[src/rtl/bq_pkg.sv]
// Shared types and constants for the digit-serial bi-quinary adder.
package bq_pkg;

    localparam int DIGIT_W = 6;
    localparam logic [DIGIT_W-1:0] BQ_ZERO = 6'b000001;

    typedef enum logic [1:0] {
        IDLE = 2'd0,
        RUN  = 2'd1,
        DONE = 2'd2
    } state_t;

    // A digit is legal when exactly one of the quinary bits is set.
    function automatic logic bq_legal(input logic [DIGIT_W-1:0] digit);
        int n;
        n = 0;
        for (int i = 0; i < 5; i++) begin
            if (digit[i]) n++;
        end
        return (n == 1);
    endfunction

endpackage

[src/rtl/bq_digit_add.sv]
// Single bi-quinary digit adder: s = (a + b + c) mod 10, cout = (a + b + c) >= 10.
module bq_digit_add
    import bq_pkg::*;
(
    input  logic [DIGIT_W-1:0] a,
    input  logic [DIGIT_W-1:0] b,
    input  logic               c,
    output logic [DIGIT_W-1:0] s,
    output logic               cout
);

    // Illegal codes decode to some value; the caller flags them separately.
    function automatic logic [3:0] bq_value(input logic [DIGIT_W-1:0] d);
        logic [3:0] idx;
        idx = 4'd0;
        for (int i = 0; i < 5; i++) begin
            if (d[i]) idx = 4'(i);
        end
        return (d[5] ? 4'd5 : 4'd0) + idx;
    endfunction

    logic [4:0] total;
    logic [3:0] digit;
    logic [3:0] rem;
    logic [4:0] onehot;

    always_comb begin
        total  = {1'b0, bq_value(a)} + {1'b0, bq_value(b)} + {4'd0, c};
        cout   = (total >= 5'd10);
        digit  = cout ? 4'(total - 5'd10) : total[3:0];
        rem    = (digit >= 4'd5) ? (digit - 4'd5) : digit;
        onehot = 5'b00001 << rem;
        s      = {(digit >= 4'd5), onehot};
    end

endmodule

[src/rtl/bq_serial_add.sv]
// Digit-serial decimal adder: one bi-quinary digit per clock, LSD first, registered carry.
module bq_serial_add
    import bq_pkg::*;
#(
    parameter int DIGITS = 10
) (
    input  logic                      clk,
    input  logic                      rst_n,
    input  logic                      start,
    input  logic [DIGIT_W*DIGITS-1:0] a,
    input  logic [DIGIT_W*DIGITS-1:0] b,
    input  logic                      cin,
    output logic                      busy,
    output logic                      done,
    output logic [DIGIT_W*DIGITS-1:0] sum,
    output logic                      cout,
    output logic                      err,
    output state_t                    dbg_state
);

    localparam int W     = DIGIT_W * DIGITS;
    localparam int CNT_W = (DIGITS < 2) ? 1 : $clog2(DIGITS + 1);
    localparam logic [CNT_W-1:0] LAST = CNT_W'(DIGITS - 1);

    state_t           state_q, state_d;
    logic [CNT_W-1:0] cnt_q, cnt_d;
    logic [W-1:0]     a_q, a_d, b_q, b_d, res_q, res_d, sum_q, sum_d;
    logic             carry_q, carry_d, err_acc_q, err_acc_d;
    logic             cout_q, cout_d, err_q, err_d, done_q, done_d;

    logic [DIGIT_W-1:0] dig_s;
    logic               dig_c;
    logic [W+DIGIT_W-1:0] res_shift;
    logic               accept;

    bq_digit_add u_digit (
        .a    (a_q[DIGIT_W-1:0]),
        .b    (b_q[DIGIT_W-1:0]),
        .c    (carry_q),
        .s    (dig_s),
        .cout (dig_c)
    );

    // The done cycle still belongs to the finishing operation, so start is ignored there.
    assign accept = (state_q == IDLE) && start && !done_q;

    always_ff @(posedge clk) begin
        if (!rst_n) state_q <= IDLE;
        else        state_q <= state_d;
    end

    always_comb begin
        state_d = state_q;
        case (state_q)
            IDLE:    if (accept) state_d = RUN;
            RUN:     if (cnt_q == LAST) state_d = DONE;
            DONE:    state_d = IDLE;
            default: state_d = IDLE;
        endcase
    end

    always_comb begin
        cnt_d     = cnt_q;
        a_d       = a_q;
        b_d       = b_q;
        res_d     = res_q;
        carry_d   = carry_q;
        err_acc_d = err_acc_q;
        sum_d     = sum_q;
        cout_d    = cout_q;
        err_d     = err_q;
        done_d    = 1'b0;
        res_shift = {dig_s, res_q};
        case (state_q)
            IDLE: begin
                if (accept) begin
                    a_d       = a;
                    b_d       = b;
                    carry_d   = cin;
                    cnt_d     = '0;
                    err_acc_d = 1'b0;
                end
            end
            RUN: begin
                res_d     = res_shift[W+DIGIT_W-1:DIGIT_W];
                carry_d   = dig_c;
                a_d       = a_q >> DIGIT_W;
                b_d       = b_q >> DIGIT_W;
                cnt_d     = cnt_q + CNT_W'(1);
                err_acc_d = err_acc_q | !bq_legal(a_q[DIGIT_W-1:0])
                                      | !bq_legal(b_q[DIGIT_W-1:0]);
            end
            DONE: begin
                sum_d  = res_q;
                cout_d = carry_q;
                err_d  = err_acc_q;
                done_d = 1'b1;
            end
            default: ;
        endcase
    end

    always_ff @(posedge clk) begin
        if (!rst_n) begin
            cnt_q     <= '0;
            a_q       <= '0;
            b_q       <= '0;
            res_q     <= {DIGITS{BQ_ZERO}};
            carry_q   <= 1'b0;
            err_acc_q <= 1'b0;
            sum_q     <= {DIGITS{BQ_ZERO}};
            cout_q    <= 1'b0;
            err_q     <= 1'b0;
            done_q    <= 1'b0;
        end else begin
            cnt_q     <= cnt_d;
            a_q       <= a_d;
            b_q       <= b_d;
            res_q     <= res_d;
            carry_q   <= carry_d;
            err_acc_q <= err_acc_d;
            sum_q     <= sum_d;
            cout_q    <= cout_d;
            err_q     <= err_d;
            done_q    <= done_d;
        end
    end

    assign busy      = (state_q == RUN);
    assign done      = done_q;
    assign sum       = sum_q;
    assign cout      = cout_q;
    assign err       = err_q;
    assign dbg_state = state_q;

endmodule

[config.mk]
export PLATFORM = sky130hd
export DESIGN_NAME = bq_serial_add
export DESIGN_NICKNAME = d
export VERILOG_FILES = /design/src/rtl/bq_pkg.sv /design/src/rtl/bq_digit_add.sv /design/src/rtl/bq_serial_add.sv
export SDC_FILE = /design/constraint.sdc
export NUM_CORES = 1
export LEC_CHECK = 0
export ABC_AREA = 1
export BUFFER_PORTS_ARGS = -buffer_cell sky130_fd_sc_hd__buf_2
export CORE_ASPECT_RATIO = 1.25
export CORE_UTILIZATION = 45
export CTS_BUF_LIST = sky130_fd_sc_hd__clkbuf_2 sky130_fd_sc_hd__clkbuf_4 sky130_fd_sc_hd__clkbuf_8
export DETAILED_ROUTE_END_ITERATION = 6
export PLACE_DENSITY = 0.71
export RECOVER_POWER = 50
export SYNTH_ARGS = -nofsm -noshare
export SYNTH_HDL_FRONTEND = slang
export SYNTH_SLANG_ARGS = --single-unit
[constraint.sdc]
create_clock -name clk -period 4.9 [get_ports clk]
set_clock_uncertainty 0.05 [all_clocks]
set_input_delay 0.735 -clock clk [delete_from_list [all_inputs] [get_ports clk]]
set_output_delay 0.735 -clock clk [all_outputs]
set_load 0.03 [all_outputs]
# Word-level counts from Yosys, hierarchy flattened
# Cells that the tools add are included.
# word_totals
register_bits	251
in_bits	124
# classes
n_bitwise	2
mux	46
magnitude_cmp	2
reduce_logical	9
shift	1
addsub	15
n_eq_ne	7
# ops
op	count
two-way mux 32 bit	18
adder 32 x 2 -> 32 bit (second input constant)	8
one-hot mux 60 bit (2 select lines)	2
two-way mux 60 bit	2
equality test 32 x 2 -> 1 bit (second input constant)	2
two-way mux 2 bit	6
two-way mux 3 bit	4
two-way mux 4 bit	3
adder 4 x 3 -> 4 bit	2
one-hot mux 4 bit (2 select lines)	1
two-way mux 1 bit	7
adder 4 x 4 -> 5 bit	1
adder 5 x 1 -> 5 bit	1
>= comparator 5 x 4 -> 1 bit (second input constant)	1
<< shifter 1 x 4 -> 5 bit (first input constant)	1
adder 4 x 1 -> 4 bit (second input constant)	1
equality test 4 bit (second input constant)	1
>= comparator 4 x 3 -> 1 bit (second input constant)	1
one-hot mux 1 bit (2 select lines)	2
one-hot mux 2 bit (2 select lines)	1
AND reduction 2 bit	2
subtractor 4 x 3 -> 4 bit (second input constant)	1
subtractor 4 bit (second input constant)	1
logical NOT 1 bit	3
8 further kinds	10

# Depth between registers and ports, before layout
# logic_depth
word_depth	19
depth_mapped	27

# Modules after synthesis
# A second synthesis with hierarchy kept.
# hier_totals
cells_unflattened	1215
hier_area_um2	10009.6
# modules_own_cells
mod	cells_each	area_each_um2	instances	seq_area_each_um2
bq_serial_add	1102	9290.2	1	5024.8
bq_digit_add	113	719.4	1	0.0

# Worst setup path after synthesis
# Ideal clock, no wire load.
# synth_path
path_kind	register to register
start	register b_q[2]
end	register res_q[55]
n_path_buf	0
stages_incl_launch_ff	24
required_time_ns	4.791
period_less_slack_ns	3.638
slack_ns	1.262
t_arrival_ns	3.529
path_cell_list	dfxtp_1 > inv_1 > nand2_1 > a21oi_1 > ha_1 > fa_1 > inv_1 > fa_1 > ha_1 > nand2_1 > nand3_1 > nand2_1 > nand2_1 > nand2_1 > ha_1 > inv_1 > or2_2 > nand3_2 > nand2_1 > nand2_1 > nand2_1 > nor2_1 > nand3_1 > nand2_1
# synth_between
elab_chain_cells	11
word_cells_on_any_way	13
classes_between	add/sub: 5; order compare: 2; shift: 1; mux: 5
# synth_rtl
element	line	text
from (decl)	bq_serial_add.sv:27	logic [W-1:0] a_q, a_d, b_q, b_d, res_q, res_d, sum_q, sum_d;
from (signal assigned)	bq_serial_add.sv:107	b_q <= '0;
from (signal assigned)	bq_serial_add.sv:118	b_q <= b_d;
two-way mux 2 bit * (2 in series)	bq_digit_add.sv:17	if (d[i]) idx = 4'(i);
two-way mux 3 bit *	bq_digit_add.sv:17	
adder 4 x 3 -> 4 bit *	bq_digit_add.sv:19	return (d[5] ? 4'd5 : 4'd0) + idx;
adder 4 x 4 -> 5 bit *	bq_digit_add.sv:28	total = {1'b0, bq_value(a)} + {1'b0, bq_value(b)} + {4'd0, c};
adder 5 x 1 -> 5 bit *	bq_digit_add.sv:28	
subtractor 4 bit or >= comparator 5 x 4 -> 1 bit (tied branches)	bq_digit_add.sv:30, bq_digit_add.sv:29	
two-way mux 4 bit *	bq_digit_add.sv:30	digit = cout ? 4'(total - 5'd10) : total[3:0];
subtractor 4 x 3 -> 4 bit or >= comparator 4 x 3 -> 1 bit (tied branches)	bq_digit_add.sv:31	rem = (digit >= 4'd5) ? (digit - 4'd5) : digit;
two-way mux 4 bit *	bq_digit_add.sv:31	
<< shifter 1 x 4 -> 5 bit *	bq_digit_add.sv:32	onehot = 5'b00001 << rem;
to (signal assigned)	bq_serial_add.sv:108	res_q <= {DIGITS{BQ_ZERO}};
to (signal assigned)	bq_serial_add.sv:119	res_q <= res_d;
to (decl)	bq_serial_add.sv:27	
# Every way passes the cells marked *; elsewhere a longest branch is shown, timed or not.
# A chain may end at the register's enable or synchronous reset.

# Worst setup path in the final report
# layout_path
start	register state_q[0] (netlist: dbg_state[0])
end	register res_q[56]
# layout_between
elab_chain_cells	1
# layout_rtl
element	line	text
from (decl)	bq_serial_add.sv:25	state_t state_q, state_d;
from (signal assigned)	bq_serial_add.sv:49	else state_q <= state_d;
equality test 2 x 1 -> 1 bit	bq_serial_add.sv:74	case (state_q)
# Every way passes these cells.

==> impl_table.tex <==
\begin{tabular}{lr}
\hline
Metric & Value \\
\hline
\multicolumn{2}{l}{\textbf{Finish}} \\
Area of all placed cells without fillers & 0.0117 mm2 \\
Layout filler cell count & between 2,000 and 2,500 \\
Cell Count, Final, Fillers Out & roughly 1,700 \\
Final-stage net count & 1,572 \\
Layout Area Growth over Synthesis & 19.4\% \\
Fraction of final layout cells with drive strength greater than 1 & 0.148 \\
\multicolumn{2}{l}{\textbf{Setup path}} \\
Kind of critical path & register to register \\
Critical path fanouts, max & 49 \\
Crit. End Element & register \\
Req. time, crit path & 5330 ps \\
Critical path startpoint category & register \\
Arr. time, crit path & 4520 ps \\
\multicolumn{2}{l}{\textbf{Clock network}} \\
Num CTS Buffers & 40 \\
Max clock buf depth & 3 \\
Post-CTS Hold Fix Bufs & 0 \\
Number of H-tree levels & 2 \\
Number of setup buffers added after CTS & 0 \\
Clock root cell & sky130\_fd\_sc\_hd\_\_clkbuf\_8 \\
CTS tree & built \\
Clock slew at reported path FFs & 70 ps \\
Number of cells upsized or downsized after cts & 0 \\
Number of sinks on the clock net & 251 \\
Latest clock arrival within the worst-skew pair & between 500 and 600 ps \\
\multicolumn{2}{l}{\textbf{Synthesis}} \\
Primary FF master, synth & sky130\_fd\_sc\_hd\_\_dfxtp\_1 \\
Count of synthesis-stage warnings from yosys & 0 \\
Cell count after synthesis & 1,263 \\
Post-Syn Area & 0.00982 mm2 \\
Number of synthesized flops with an enable pin & 0 \\
Mean instance size in the synthesized netlist & between 7 and 8 um2 \\
Post-Syn Nets & 1,411 \\
Sequential-to-total area share from yosys stat & 0.512 \\
Number of unique standard cell types used by synthesis & 30 \\
Synth async-reset ratio & 0 \\
Synthesis-stage register bit count & 251 \\
\multicolumn{2}{l}{\textbf{Floorplan}} \\
Count of pins on the block boundary & 190 \\
Overall die height & 167 um \\
Core box area & $\sim$0.021 mm2 \\
Total die area & $\sim$0.022 mm2 \\
Number of placement rows & 60 \\
Die X-Extent & 134 um \\
Initial cell density of the core & 0.457 \\
\multicolumn{2}{l}{\textbf{Global route}} \\
Antenna violations before repair & 4 \\
Pin count of the biggest net entering global routing & 72 \\
Number of global-route vias before repair & 8,356 \\
Total track usage & 0.210 \\
Sum of overflow across all layers after global routing & 0 \\
Wire length of the first global-routing pass & 39,100 um \\
\multicolumn{2}{l}{\textbf{Timing}} \\
Maximum clock frequency & 0.245 GHz \\
Ratio of final minimum period to clock period & 0.833 \\
Final number of max-transition violations & 151 \\
Unrepaired setup endpoints after global routing & no \\
Number of setup violations in the final report & 0 \\
Slew HR & -0.316 \\
Final-layout setup total negative slack & 0 ps \\
Final Hold Violating Endpoints & 0 \\
Actual slew at the worst max-slew pin & just under 2000 ps \\
Final Critical Period & 4080 ps \\
\multicolumn{2}{l}{\textbf{Worst hold path}} \\
Path category of the worst min-delay check & input pin to register \\
\multicolumn{2}{l}{\textbf{Power and ir drop}} \\
Switching share of total power & 0.276 \\
Relative contribution of combinational cells to total power & 0.144 \\
Cell area power density & 422 mW/mm2 \\
Total internal power & between 3000 and 4000 uW \\
Total power of the final layout & 4950 uW \\
Static Leak & 0.00475 uW \\
Max VDD drop & 0.232 mV \\
Sequential power share & 0.444 \\
Clock network power share & 0.411 \\
Switching pwr & 1370 uW \\
\multicolumn{2}{l}{\textbf{Drt}} \\
Average wire length per cell after detail routing & 13.6 um \\
Number of nets with antenna violations after routing & 0 \\
Vias per inst & slightly above 5 \\
Detailed-route wire length & between 20,000 and 25,000 um \\
Number of iterations in the first detailed-routing pass & 5 \\
Via count & 8,782 \\
Starting DRC count in detailed routing & between 400 and 500 \\
DRC Markers & 0 \\
\multicolumn{2}{l}{\textbf{Flow run}} \\
Max cap viols & 3 \\
\multicolumn{2}{l}{\textbf{Placement}} \\
Estimated wirelength of the detail-placed design & 15,300 um \\
Port buffer count & about 190 \\
GPL Wtd Cong & around 0.81 \\
Inst Count DP & 1,661 \\
Instance area at placement & 0.0109 mm2 \\
\multicolumn{2}{l}{\textbf{Outcome}} \\
Violations in the final reports & capacitance limit, slew limit \\
Status & complete, but fails checks \\
\hline
\end{tabular}
-- cell families (layout without fill, tap and decap cells) --
group	after synthesis	count (layout)	share of synthesized area
simple gates	485	485	0.192
compound gates	315	315	0.185
flops	251	251	0.512
fa+ha+maj	24	24	0.0321
other cells	0	2	0
xor+xnor	9	9	0.00803
buf+inv	179	372	0.0702
-- per-stage QoR --
step / setup WS (ps) / utilization / hold WS, ps
global route: 339 / 0.546 / 374
detailed placement: 848 / 0.507 / 389
CTS: 827 / 0.551 / 340
floorplan: 1260 / - / 373
finish: 817 / 0.546 / 367
global placement: 1030 / 0.507 / 386
-- layer usage --
layer	GRT usage	share of wire	up-vias
li1	-	-	4525
met1	0.259	0.44	4005
met2	0.354	0.47	198
met3	0.0554	0.064	48
met4	0.0679	0.021	6
met5	0	0.0014	-
-- cell usage after synthesis, types with 7 or more instances --
| master | n | share of area |
|---|---|---|
| sky130_fd_sc_hd__nand3_1 | 26 | 0.013 |
| sky130_fd_sc_hd__nor2_1 | 35 | 0.013 |
| sky130_fd_sc_hd__o211ai_1 | 9 | 0.0069 |
| sky130_fd_sc_hd__clkbuf_1 | 67 | 0.026 |
| sky130_fd_sc_hd__o22ai_1 | 40 | 0.025 |
| sky130_fd_sc_hd__inv_1 | 92 | 0.035 |
| sky130_fd_sc_hd__o21ai_0 | 75 | 0.038 |
| sky130_fd_sc_hd__nand2_1 | 416 | 0.16 |
| sky130_fd_sc_hd__a21oi_1 | 69 | 0.035 |
| sky130_fd_sc_hd__dfxtp_1 | 251 | 0.51 |
| sky130_fd_sc_hd__a31oi_1 | 109 | 0.069 |
| sky130_fd_sc_hd__ha_1 | 22 | 0.028 |
| sky130_fd_sc_hd__xor2_1 | 7 | 0.0062 |
| sky130_fd_sc_hd__buf_2 | 14 | 0.0071 |
| sky130_fd_sc_hd__a22oi_1 | 8 | 0.0061 |
-- registers in the layout (all words and copies together) (netlist names), 2 cells and up --
name	flops
a_q	60
b_q	60
res_q	60
sum	60
cnt_q	4
dbg_state	2
-- power by group through the flow --
| stage | logic, uW | registers [uW] | clock network, uW |
|---|---|---|---|
| after floorplan | 534 | 2230 | 0 |
| after global placement | 696 | 2240 | 0 |
| after detailed placement | 716 | 2240 | 0 |
| after CTS | 720 | 2200 | 2080 |
| after global routing | 820 | 2210 | 2180 |
| final | 713 | 2200 | 2040 |
-- cell usage in the layout, fill, tap and decap left out, types with 3 or more instances in the layout --
cell and count:
sky130_fd_sc_hd__clkinvlp_4 3, sky130_fd_sc_hd__nand3_1 26, sky130_fd_sc_hd__nand2_1 416, sky130_fd_sc_hd__a21oi_1 69, sky130_fd_sc_hd__nor2_1 36, sky130_fd_sc_hd__bufinv_16 4, sky130_fd_sc_hd__xor2_1 7, sky130_fd_sc_hd__clkbuf_1 69
sky130_fd_sc_hd__clkinv_2 7, sky130_fd_sc_hd__clkbuf_4 10, sky130_fd_sc_hd__o22ai_1 40, sky130_fd_sc_hd__dfxtp_1 251, sky130_fd_sc_hd__o21ai_0 76, sky130_fd_sc_hd__inv_1 93, sky130_fd_sc_hd__o211ai_1 9, sky130_fd_sc_hd__buf_4 8
sky130_fd_sc_hd__a31oi_1 109, sky130_fd_sc_hd__clkbuf_8 48, sky130_fd_sc_hd__ha_1 22, sky130_fd_sc_hd__buf_2 123, sky130_fd_sc_hd__a22oi_1 8
-- worst paths after layout --
path	depth (start not counted)	endpoint	slack (ps)	startpoint
max	9	res_q[56]	820	dbg_state[0]
min	3	a_q[55]	370	a[55]
max reg2reg	9	res_q[56]	820	dbg_state[0]
min reg2reg	2	res_q[57]	400	res_q[57]
-- area by class of cell --
| cell class | count | area, um2 | area share |
|---|---|---|---|
| Tap cell | 279 | 349 | 0.0298 |
| Sequential cell | 251 | 5020 | 0.429 |
| Antenna cell | 2 | 5.00 | 0.000427 |
| Clock buffer | 58 | 736 | 0.0628 |
| Timing Repair Buffer | 202 | 945 | 0.0806 |
| Clock inverter | 16 | 198 | 0.0169 |
| Inverter | 96 | 362 | 0.0309 |
| Multi-Input combinational cell | 833 | 4100 | 0.350 |
-- worst max-delay path: stages, from the launching register on --
cell and delay [ps]:
sky130_fd_sc_hd__dfxtp_1 420, sky130_fd_sc_hd__inv_1 80, sky130_fd_sc_hd__nor2_1 1450, sky130_fd_sc_hd__inv_1 700
sky130_fd_sc_hd__nor2_1 250, sky130_fd_sc_hd__buf_4 270, sky130_fd_sc_hd__inv_2 350, sky130_fd_sc_hd__nor2_1 270
sky130_fd_sc_hd__nand3_1 100, sky130_fd_sc_hd__nand2_1 60
No activity file was read; power rests on OpenSTA's default activity.
